--- src/rtl/packet_framer.sv ---
// Frames an unframed word stream into packets of PACKET_SIZE beats, tags each beat
// with a ping-pong bank bit, and buffers output through a two-entry skid buffer.
module packet_framer #(
  parameter int DW = 32
) (
  input  logic          clk,
  input  logic          reset,
  input  logic [31:0]   PACKET_SIZE,
  input  logic [31:0]   PP_GROUP,
  input  logic [DW-1:0] S_AXIS_TDATA,
  input  logic          S_AXIS_TVALID,
  output logic          S_AXIS_TREADY,
  output logic [DW-1:0] M_AXIS_TDATA,
  output logic          M_AXIS_TVALID,
  output logic          M_AXIS_TLAST,
  output logic          M_AXIS_TUSER,
  input  logic          M_AXIS_TREADY,
  output logic          PKT_DONE,
  output logic [31:0]   PKT_COUNT
);

  typedef enum logic {IDLE, RUN} state_t;

  // A configured count of zero behaves as a count of one.
  function automatic logic [31:0] at_least_one(input logic [31:0] v);
    return (v == 32'd0) ? 32'd1 : v;
  endfunction

  state_t      state_q, state_d;
  logic [31:0] beat_cnt_q, beat_cnt_d;
  logic [31:0] pkt_cnt_q, pkt_cnt_d;
  logic [31:0] size_q, size_d;
  logic [31:0] group_q, group_d;
  logic        bank_q, bank_d;
  logic [31:0] size_eff, group_eff;
  logic        s_xfer, m_xfer;
  logic        last_p0;

  logic          s_ready_q;
  logic          out_vld_p1, out_last_p1, out_user_p1;
  logic [DW-1:0] out_data_p1;
  logic          skid_vld_p1, skid_last_p1, skid_user_p1;
  logic [DW-1:0] skid_data_p1;
  logic          skid_vld_nxt;
  logic          pkt_done_q;
  logic [31:0]   pkt_count_q;

  assign s_xfer = S_AXIS_TVALID & s_ready_q;
  assign m_xfer = out_vld_p1 & M_AXIS_TREADY;

  // Stage p0: framing decisions made as each input word is accepted
  always_comb begin
    state_d    = state_q;
    beat_cnt_d = beat_cnt_q;
    pkt_cnt_d  = pkt_cnt_q;
    size_d     = size_q;
    group_d    = group_q;
    bank_d     = bank_q;
    last_p0    = 1'b0;
    // In IDLE the live config is used so a one-beat packet closes on the latching edge.
    size_eff   = (state_q == IDLE) ? at_least_one(PACKET_SIZE) : size_q;
    group_eff  = (state_q == IDLE && pkt_cnt_q == 32'd0) ? at_least_one(PP_GROUP) : group_q;
    if (s_xfer) begin
      if (state_q == IDLE) begin
        size_d  = size_eff;
        group_d = group_eff;
      end
      last_p0 = (beat_cnt_q == size_eff - 32'd1);
      if (last_p0) begin
        beat_cnt_d = 32'd0;
        state_d    = IDLE;
        pkt_cnt_d  = pkt_cnt_q + 32'd1;
        if (pkt_cnt_q + 32'd1 == group_eff) begin
          pkt_cnt_d = 32'd0;
          bank_d    = ~bank_q;
        end
      end else begin
        beat_cnt_d = beat_cnt_q + 32'd1;
        state_d    = RUN;
      end
    end
  end

  always_ff @(posedge clk) begin
    if (reset) begin
      state_q    <= IDLE;
      beat_cnt_q <= 32'd0;
      pkt_cnt_q  <= 32'd0;
      size_q     <= 32'd1;
      group_q    <= 32'd1;
      bank_q     <= 1'b0;
    end else begin
      state_q    <= state_d;
      beat_cnt_q <= beat_cnt_d;
      pkt_cnt_q  <= pkt_cnt_d;
      size_q     <= size_d;
      group_q    <= group_d;
      bank_q     <= bank_d;
    end
  end

  // Stage p1: output register plus skid register
  assign skid_vld_nxt = skid_vld_p1 ? ~m_xfer : (s_xfer & out_vld_p1 & ~m_xfer);

  always_ff @(posedge clk) begin
    if (reset) begin
      s_ready_q   <= 1'b0;
      out_vld_p1  <= 1'b0;
      out_data_p1 <= '0;
      out_last_p1 <= 1'b0;
      out_user_p1 <= 1'b0;
      skid_vld_p1 <= 1'b0;
      pkt_done_q  <= 1'b0;
      pkt_count_q <= 32'd0;
    end else begin
      s_ready_q   <= ~skid_vld_nxt;
      skid_vld_p1 <= skid_vld_nxt;
      pkt_done_q  <= m_xfer & out_last_p1;
      if (m_xfer && out_last_p1) begin
        pkt_count_q <= pkt_count_q + 32'd1;
      end
      if (!out_vld_p1 || m_xfer) begin
        if (skid_vld_p1) begin
          out_vld_p1  <= 1'b1;
          out_data_p1 <= skid_data_p1;
          out_last_p1 <= skid_last_p1;
          out_user_p1 <= skid_user_p1;
        end else if (s_xfer) begin
          out_vld_p1  <= 1'b1;
          out_data_p1 <= S_AXIS_TDATA;
          out_last_p1 <= last_p0;
          out_user_p1 <= bank_q;
        end else begin
          out_vld_p1  <= 1'b0;
        end
      end
    end
  end

  always_ff @(posedge clk) begin
    if (s_xfer && out_vld_p1 && !m_xfer) begin
      skid_data_p1 <= S_AXIS_TDATA;
      skid_last_p1 <= last_p0;
      skid_user_p1 <= bank_q;
    end
  end

  assign S_AXIS_TREADY = s_ready_q;
  assign M_AXIS_TVALID = out_vld_p1;
  assign M_AXIS_TDATA  = out_data_p1;
  assign M_AXIS_TLAST  = out_last_p1;
  assign M_AXIS_TUSER  = out_user_p1;
  assign PKT_DONE      = pkt_done_q;
  assign PKT_COUNT     = pkt_count_q;

endmodule

--- config.mk ---
export PLATFORM = sky130hd
export DESIGN_NAME = packet_framer
export DESIGN_NICKNAME = d
export VERILOG_FILES = /design/src/rtl/packet_framer.sv
export SDC_FILE = /design/constraint.sdc
export NUM_CORES = 1
export LEC_CHECK = 0
export ABC_AREA = 1
export BUFFER_PORTS_ARGS = -buffer_cell sky130_fd_sc_hd__buf_2
export CORE_MARGIN = 2
export CORE_UTILIZATION = 59
export DETAILED_ROUTE_END_ITERATION = 12
export GPL_TIMING_DRIVEN = 1
export PLACE_DENSITY_LB_ADDON = 0.12
export SETUP_SLACK_MARGIN = 0.2
export SLEW_MARGIN = 0
export SYNTH_ARGS = -nofsm -noshare
export SYNTH_HDL_FRONTEND = slang
export SYNTH_SLANG_ARGS = --single-unit
--- constraint.sdc ---
create_clock -name clk -period 4.2 [get_ports clk]
set_input_delay 0.63 -clock clk [delete_from_list [all_inputs] [get_ports clk]]
set_output_delay 0.63 -clock clk [all_outputs]
set_load 0.1 [all_outputs]
Yosys cells after proc, flatten, opt, wreduce, memory -nomap -nowiden
Cells that the tools add are included.

Memory bits (read-only): 0. Latch bits: 0. Memories kept: 0. Bits in registers: 234. Memory bits (writable): 0. Bits of input ports: 100. Output and inout bits: 69.

Muxes and demuxes: 17. Divide/modulo/power cells: 0. Equality and inequality tests: 2. Shifts and indexed selects: 0. $add $sub $neg: 4. Multipliers: 0. Bitwise operators: 9. $lt $le $gt $ge: 0. Reduce and logical (&&, ||, !) cells: 15.

Operators by type and width (number): 2-to-1 mux 32 bit (8); adder 32 x 1 -> 32 bit (second input constant) (3); logical NOT 32 bit (3); equality test 32 bit (2); subtractor 32 x 1 -> 32 bit (second input constant) (1); 2-to-1 mux 1 bit (9); AND reduction 2 bit (3); AND 1 bit (5); logical AND 1 bit (4); inverter 1 bit (4); AND reduction 3 bit (1); logical NOT 1 bit (2); nonzero test 2 bit (1); logical OR 1 bit (1).

Longest topological paths before layout
Gate-level depths: netlist (run 1).

Word-level depth: 8. Mapped depth: 26.

Least setup slack after synthesis (run 1)
OpenSTA, ideal clock, no wires.

Path kind: register -> register. Start point: reg out_vld_p1, in the netlist M_AXIS_TVALID. End point: reg pkt_count_q[30], in the netlist PKT_COUNT[30]. Setup slack: 0.862 ns. Period minus slack after synthesis: 3.338 ns. Arrival: 3.206 ns. Cell stages (with the launch flop): 18. Data required time: 4.068 ns. Path through: dfxtp_1 > nand3_1 > inv_1 > nand3_1 > nor2_1 > nand2_1 > nor2_1 > nand4_1 > nor2_1 > nand3_1 > nor2_1 > nand2_1 > nor2_1 > nand3_1 > nor2_1 > nand2_1 > nor2_1 > nor3_1.

Longest elaborated chain between the ends: 2.

RTL lines: start: declaration (line 40) `logic out_vld_p1, out_last_p1, out_user_p1;`; start signal: assignment (line 108) `out_vld_p1 <= 1'b0;`; start signal: assignment (line 124) `out_vld_p1 <= 1'b1;`; start signal: assignment (line 129) `out_vld_p1 <= 1'b1;`; AND 1 bit (line 49) `assign m_xfer = out_vld_p1 & M_AXIS_TREADY;`; logical AND 1 bit (line 119) `if (m_xfer && out_last_p1) begin`; end signal: assignment (line 120) `pkt_count_q <= pkt_count_q + 32'd1;`; end: declaration (line 46) `logic [31:0] pkt_count_q;`.

Every way passes these cells. A chain may end at the register's enable or synchronous reset.

Final worst setup path (run 1)
Start point: reg state_q. End point: reg pkt_cnt_q[9].

Longest elaborated chain between the ends: 5.

RTL lines: start: declaration (line 29) `state_t state_q, state_d;`; start signal: assignment (line 93) `state_q <= state_d;`; branches (longest 5 deep; another with subtractor 32 x 1 -> 32 bit); end signal: assignment (line 95) `pkt_cnt_q <= pkt_cnt_d;`; end: declaration (line 31) `logic [31:0] pkt_cnt_q, pkt_cnt_d;`.

Parallel ways; which one is timed is not known.

==> summary.md, run 1 <==
| Metric | Value |
|---|---|
| Status | finished clean |
| Synth unique cells | 38 |
| Tmin final | 3.650 ns |
| DRC violations left | 0 |
| Cell repeated most along the worst path | nand2_1 |
| Hold path depth | 1 |
| Post-layout net count | 2395 |
| Cts-stage hold buffer count | 0 |
| Crit path launch type | register |
| Clk buf depth | 3 |
| FF+latch area | 5026 um2 |
| Starting density of the core | 0.6017 |
| Reg2reg start | state_q |
| DR vias | 14280 |
| Detail Route Antenna Nets | 0 |
| Buffers & Inverters on Critical Path | 5 |
| Count of port buffers added during placement | 168 |
| Via-to-Cell Ratio | 5.503 |
| Syn_nets | 2253 |
| Critical Path AT | 4.03 ns |
| Worst slew margin relative to its limit | 0.2804 |
| Total grt overflow | 0 |
| Core area | 22640 um2 |
| Final Cycle Share | 0.8690 |
| Post-Place Worst Slack | between 0.4 and 0.5 ns |
| Sequential share of the synthesized area | 0.3689 |
| Die extent in x | about 160 um |
| CP cell instances | buf_12, inv_2, or2_2, nand2_1, ha_1, nand3_1, nor2_2, nand3_2, nor2_4, nand3_1, nand2_1, nand2_1, inv_1, nand4_1, nor2_1, inv_2, nor2_2, nand2_1, nor2_2, buf_12, nand2_1, o21ai_0, nor2_1 |
| Routability congestion estimate | 1.008 |
| Number of flops mapped to enable cells by yosys | 34 |
| Yosys warns | 0 |
| RSZ-0062 raised after global routing | false |
| Clock sinks | 234 |
| HP Start | S_AXIS_TDATA[22] |
| Synth top area share | 0.2939 |
| Ys async rst share | 0 |
| Hpwl dp | just under 30 mm |
| Top cells by area, synth | dfxtp_1, nand2_1, nor2_1 |
| Sum Neg Setup Slack | 0 ns |
| Rows | 55 |
| Crit Path Max Fanout | 30 |
| Clk Latency, worst-skew pair | 0.54 ns |
| CP Depth | 23 |
| Syn Inst Count | between 2000 and 2500 |
| Worst Skew | 0.01250 ns |
| GRT Util Overall | 0.3240 |
| CP top delay family | simple AND/OR/NAND/NOR gates |
| Area growth from synthesis to layout | 14.49% |
| Largest net degree at the start of global routing | 92 |
| Routed length per placed instance | 15.41 um |
| Hold Path End | skid_data_p1[22] |
| Area occupied by multi-input gates | 7293 um2 |
| Iter 0 DRT Violations | 1142 |
| Vias in the first global route | 13110 |
| Layout cells sized above 1 | 0.1148 |
| Fin. max-slew vios | 0 |
| Syn Std Cell Area | 13620 um2 |
| Yosys top cell by area | dfxtp_1 |
| FF-to-FF path depth | 23 |
| Global-route wire length before repair | 64.25 mm |
| Critical Path Max Stage Delay | 0.40 ns |
| R2r setup slk | 0.55 ns |
| IO Pins | 169 |
| RR Endpoint | pkt_cnt_q[9] |
| CP Capture Type | register |
| Leakage Power | 7.482 nW |
| Initial antenna violation count | 1 |
| Synth Flop Type | dfxtp_1 |
| Clk pin slew, worst setup/hold paths | 0.06 ns |
| CTS tree | done |
| # fillers | 2058 |
| Design Power | ~5.6 mW |
| Slowest CP cell | dfxtp_2 |
| Worst EP required | 4.58 ns |
| Worst hold path class | input port to register |
| VDD IR max | 0.0004335 V |
| Die H | about 160 um |
| Fin worst setup slack | 0.5500 ns |
| Root buffer cell | clkbuf_16 |
| Number of buffers created by CTS | 25 |
| Avg Cell Area, Syn | 6.342 um2 |
| Max Cap Viol | 0 |
| Max Fclk | 274.0 MHz |
| Setup-failing EPs final | 0 |
| Total Die Area | 24320 um2 |
| Total wire length | roughly 40 mm |
| Final hold vios | 0 |
| WS Path Type | register to register |
| #FFs+latches synth | 234 |
| H-tree depth | 1 |
| DRT Pass-1 Iters | 7 |
| Worst-Margin Slew | ~1.1 ns |
| Pwr Density | around 360 nW/um2 |
==> power by group <==
| part | internal, mW | switching [mW] |
|---|---|---|
| logic | 0.226 | 0.642 |
| clock network | 1.34 | 0.948 |
| registers | 2.35 | 0.0394 |
| total | 3.92 | 1.63 |
==> sequential cells by signal, indices dropped and copies added, names as in the netlist, 32 cells and up <==
name          cells
M_AXIS_TDATA     32
PKT_COUNT        32
beat_cnt_q       32
group_q          32
pkt_cnt_q        32
size_q           32
skid_data_p1     32
==> metrics by stage <==
stage,std cells,utilization,hold WS [ns],instance area (um2)
floorplan,2148,-,0.4385,13620
global placement,2545,0.6494,0.4554,14700
detailed placement,2545,0.6494,0.4646,14700
CTS,2591,0.6868,0.2676,15550
global route,2595,0.6889,0.2664,15600
finish,2595,0.6889,0.2794,15600
==> final cells by class <==
| class | instances | share of cell area |
|---|---|---|
| flip-flops and latches | 234 | 0.3223 |
| clock buffers | 34 | 0.04420 |
| inverters | 259 | 0.06233 |
| multi-input cells | 1577 | 0.4676 |
| well taps | 285 | 0.02286 |
| repair buffers | 193 | 0.07044 |
| diodes | 1 | 0.0001604 |
| clock inverters | 12 | 0.01011 |
==> worst max path at each step <==
stage | startpoint | end | slack, ns
2_1_floorplan | M_AXIS_TVALID | PKT_COUNT[30] | 0.86
3_3_place_gp | state_q | pkt_cnt_q[17] | 0.51
3_5_place_dp | state_q | pkt_cnt_q[25] | 0.42
4_1_cts | state_q | pkt_cnt_q[8] | 0.40
5_1_grt | state_q | pkt_cnt_q[4] | 0.21
6_report | state_q | pkt_cnt_q[9] | 0.55
==> cell usage after synthesis (7+ instances only) <==
cell type  instances
inv_1            251
o21ai_1           22
buf_4              7
buf_2             14
a31oi_1           44
nor3_1            40
nand4_1           70
dfxtp_1          200
nand3b_1           7
nand3_1          140
xnor2_1            9
nand2_1          598
nor2_1           336
edfxtp_1          34
a21oi_1           56
xor2_1            52
clkbuf_1          49
o21ai_0          149
==> metal layers <==
metal | global-route usage | share of wire | routed length, um | vias to the layer above
met5 | 0 | 0 | 0 | -
met4 | 0.09524 | 0.028 | 1132 | 0
met3 | 0.04361 | 0.068 | 2736 | 74
met2 | 0.5282 | 0.45 | 18130 | 504
met1 | 0.4509 | 0.45 | 18000 | 6506
li1 | - | - | - | 7195
==> repair_timing <==
| action | 4_1_cts | 5_1_grt |
|---|---|---|
| resized for setup | 0 | 2 |
| endpoints found under the setup margin | 0 | 17 |
| setup buffers | 0 | 2 |
==> cells by family after synthesis <==
family | Yosys count | share of synthesized area
and+or+nand+nor | 1220 | 0.3753
buffers and inverters | 337 | 0.09718
AOI/OAI and AO/OA | 291 | 0.1148
DFF | 234 | 0.3689
xor gates and xnor gates | 61 | 0.03922
adders and majority gates | 5 | 0.004593
==> layout by cell type, fill, tap and decap left out, drive strengths merged, types with 35 or more instances in the layout <==
cell type | synthesis | routed
dfxtp | 200 | 200
clkbuf | 49 | 35
nand4 | 70 | 70
a21oi | 56 | 56
nand2 | 602 | 602
o21ai | 171 | 171
nor3 | 42 | 42
inv | 257 | 260
nand3 | 141 | 141
xor2 | 52 | 52
buf | 29 | 192
nor2 | 342 | 342
a31oi | 44 | 44
Note: power is estimated with default switching activity, not from simulation.
==> run 2: changes to the inputs <==
--- a/config.mk
+++ b/config.mk
@@ -8,7 +8,7 @@
 export ABC_AREA = 1
 export BUFFER_PORTS_ARGS = -buffer_cell sky130_fd_sc_hd__buf_2
 export CORE_MARGIN = 2
-export CORE_UTILIZATION = 59
+export CORE_UTILIZATION = 47
 export DETAILED_ROUTE_END_ITERATION = 12
 export GPL_TIMING_DRIVEN = 1
 export PLACE_DENSITY_LB_ADDON = 0.12
==> run 2 against run 1 <==
  * Critical path depth unchanged
  * Die area rose by 25%
  * Combinational power fell by 2%
  * Sequential share of layout area down 0.54 points
  * Critical endpoint is now pkt_cnt_q[14]
  * Power increased by 6.6%
  * Sequential cell count is the same
  * Critical path type unchanged
  * Hold slack got worse by 0.0090 ns
  * Utilization shrank 13 points
  * Largest power group is now the clock network
==> summary.md, run 2 (synthesis gave the netlist of run 1 again) <==
| Metric | Value |
|---|---|
| Status | finished clean (unchanged) |
| Worst slew margin relative to its limit | 0.2683 (was 0.2804) |
| Clock sinks | 234 (unchanged) |
| Combinational Power Share | 0.144 (was 0.156) |
| Clk pin slew, worst setup/hold paths | 0.06 ns (about the same) |
| Clock share of power | 0.452 (was 0.413) |
| Fin worst setup slack | 0.5915 ns (was 0.5500 ns) |
| GR peak layer | met2 (unchanged) |
| Pwr Density | 372.9 nW/um2 (was 355.9 nW/um2) |
| Psw | 1.662 mW (was 1.630 mW) |
| CP Capture Type | register (unchanged) |
| Clk buf depth | 3 (unchanged) |
| Root buffer cell | clkbuf_16 (unchanged) |
| Most frequent cells in the layout | nand2_1, nor2_1, inv_1 (unchanged) |
| Count of port buffers added during placement | 168 (unchanged) |
| Fin. max-slew vios | 0 (unchanged) |
| Initial antenna violation count | 1 (unchanged) |
| Die H | 174.2 um (was 155.9 um) |
| Worst hold path class | input port to register (unchanged) |
| Routability congestion estimate | 1.007 (was 1.008) |
| Sum Neg Setup Slack | 0 ns (unchanged) |
| Max Cap Viol | 0 (unchanged) |
| Total wire length | 39.78 mm (was 40.00 mm) |
| DRC violations left | 0 (unchanged) |
| Reg power frac | 0.404 (was 0.431) |
| FF-to-FF path depth | 23 (unchanged) |
| GRT met2 Usage | 0.4135 (was 0.5282) |
| Hold path depth | 1 (unchanged) |
| Number of buffers created by CTS | 28 (was 25) |
| Crit Path Max Fanout | 30 (unchanged) |
| DRT Pass-1 Iters | 7 (unchanged) |
| Core area | 28630 um2 (was 22640 um2) |
| Post-layout net count | 2397 (was 2395) |
| Hpwl dp | 29.38 mm (was 29.03 mm) |
| Cts-stage hold buffer count | 0 (unchanged) |
| CTS tree | done (unchanged) |
| Worst Skew | 0.01784 ns (was 0.01250 ns) |
| VDD IR max | 0.0004040 V (was 0.0004335 V) |
| Rows | 62 (was 55) |
| Clk Latency, worst-skew pair | 0.55 ns (was 0.54 ns) |
| Vias in the first global route | 12560 (was 13110) |
| Iter 0 DRT Violations | 1128 (was 1142) |
| Total grt overflow | 0 (unchanged) |
| Detail Route Antenna Nets | 0 (unchanged) |
| ANT cells | 0 (was 1) |
| Worst EP required | 4.59 ns (was 4.58 ns) |
| DR vias | 13900 (was 14280) |
| GRT Util Overall | 0.2562 (was 0.3240) |
| Crit path launch type | register (unchanged) |
| Commonest non-fill, non-tap cell in the layout | nand2_1 (unchanged) |
| Worst-Margin Slew | 1.098 ns (was 1.079 ns) |
| Routed length per placed instance | 14.74 um (was 15.41 um) |
| Final Cycle Share | 0.8592 (was 0.8690) |
| Net Sw Frac | 0.2810 (was 0.2937) |
| Die extent in x | 174.2 um (was 155.9 um) |
| IO Pins | 169 (unchanged) |
| Largest net degree at the start of global routing | 92 (unchanged) |
| Layout cells sized above 1 | 0.1171 (was 0.1148) |
| GR Util met3 | 0.04396 (was 0.04361) |
| Max Fclk | 277.1 MHz (was 274.0 MHz) |
| Total Die Area | 30360 um2 (was 24320 um2) |
| Starting density of the core | 0.4759 (was 0.6017) |
| FF+latch area | 5025 um2 (was 5026 um2) |
| Global-route wire length before repair | 64.00 mm (was 64.25 mm) |
| Setup-failing EPs final | 0 (unchanged) |
| Final hold vios | 0 (unchanged) |
| Critical Path AT | 3.99 ns (was 4.03 ns) |
| WS Path Type | register to register (unchanged) |
| Post-Place Worst Slack | 0.3121 ns (was 0.4244 ns) |
| Met1 GRT Util | 0.3575 (was 0.4509) |
| Area growth from synthesis to layout | 16.43% (was 14.49%) |
| # fillers | 2868 (was 2058) |
| Via-to-Cell Ratio | 5.151 (was 5.503) |
| H-tree depth | 1 (unchanged) |
| Cts repair resizes | 0 (unchanged) |
| RSZ-0062 raised after global routing | false (unchanged) |
| Post-CTS Setup Bufs | 0 (unchanged) |
| Area occupied by multi-input gates | 7296 um2 (was 7293 um2) |
| Tmin final | 3.608 ns (was 3.650 ns) |
| Internal power | 4.252 mW (was 3.920 mW) |
| Leakage Power | 7.567 nW (was 7.482 nW) |
[run 2: changes by cell type in the layout (fill, tap and decap cells not counted), moves of 2 or more]
cell,previous run,this run
bufinv_16,3,6
clkinv_2,2,7
clkbuf_1,6,3
nor2_2,7,5
clkbuf_16,26,29
clkinv_4,2,0
[run 2: layout make-up]
class | count | share of cell area
Tap cell | 384 | 0.03029
Multi-Input combinational cell | 1577 | 0.4600
Sequential cell | 234 | 0.3168
Clock buffer | 35 | 0.04907
Inverter | 259 | 0.06130
Clock inverter | 17 | 0.01562
Timing Repair Buffer | 192 | 0.06690
[run 2: per-layer routing]
metal  up-vias  routed length, um
met5         -                 13
met4         2                980
met3        55               2666
met2       380              17630
met1      6241              18480
li1       7219                  -
[run 2: critical path, cell delays in order (launching register included)]
cell and delay [ns]:
dfxtp_1 0.33, buf_4 0.21, nor2_1 0.26, o21ai_0 0.19
nand2_1 0.12, ha_1 0.19, nand3_1 0.11, nor2_2 0.17
nand3_2 0.15, nor2_4 0.23, nand3_1 0.11, nand2_1 0.09
nand2_1 0.08, inv_1 0.06, nand4_1 0.08, nor2_1 0.20
inv_2 0.05, nor2_2 0.13, nand2_1 0.12, nor2_2 0.15
buf_12 0.18, nand2_1 0.06, o21ai_1 0.08, nor2_1 0.05
[run 2: final timing paths]
kind	startpoint	to	slack, ns
worst max-delay path	state_q	pkt_cnt_q[14]	0.59
worst min-delay path	S_AXIS_TDATA[18]	skid_data_p1[18]	0.27
worst max register to register	state_q	pkt_cnt_q[14]	0.59
worst min register to register	group_q[0]	group_q[0]	0.47
[run 2: power by group through the flow]
stage	Combinational (mW)	Clock, mW	Sequential [mW]
6_report	0.854	2.67	2.39
5_1_grt	0.939	2.81	2.40
4_1_cts	0.851	2.73	2.39
3_5_place_dp	0.849	0	2.43
3_3_place_gp	0.840	0	2.43
2_1_floorplan	0.427	0	2.63
[run 2: stage by stage]
stage                 util  hold WS [ns]  area, um2  instances  total power, mW
floorplan                -        0.4385      13620       2148            3.061
global placement    0.5182        0.4571      14830       2646            3.274
CTS                 0.5541        0.2475      15860       2698            5.970
finish              0.5541        0.2704      15860       2698            5.914
detailed placement  0.5182        0.4648      14830       2646            3.283
global route        0.5541        0.2469      15860       2698            6.142
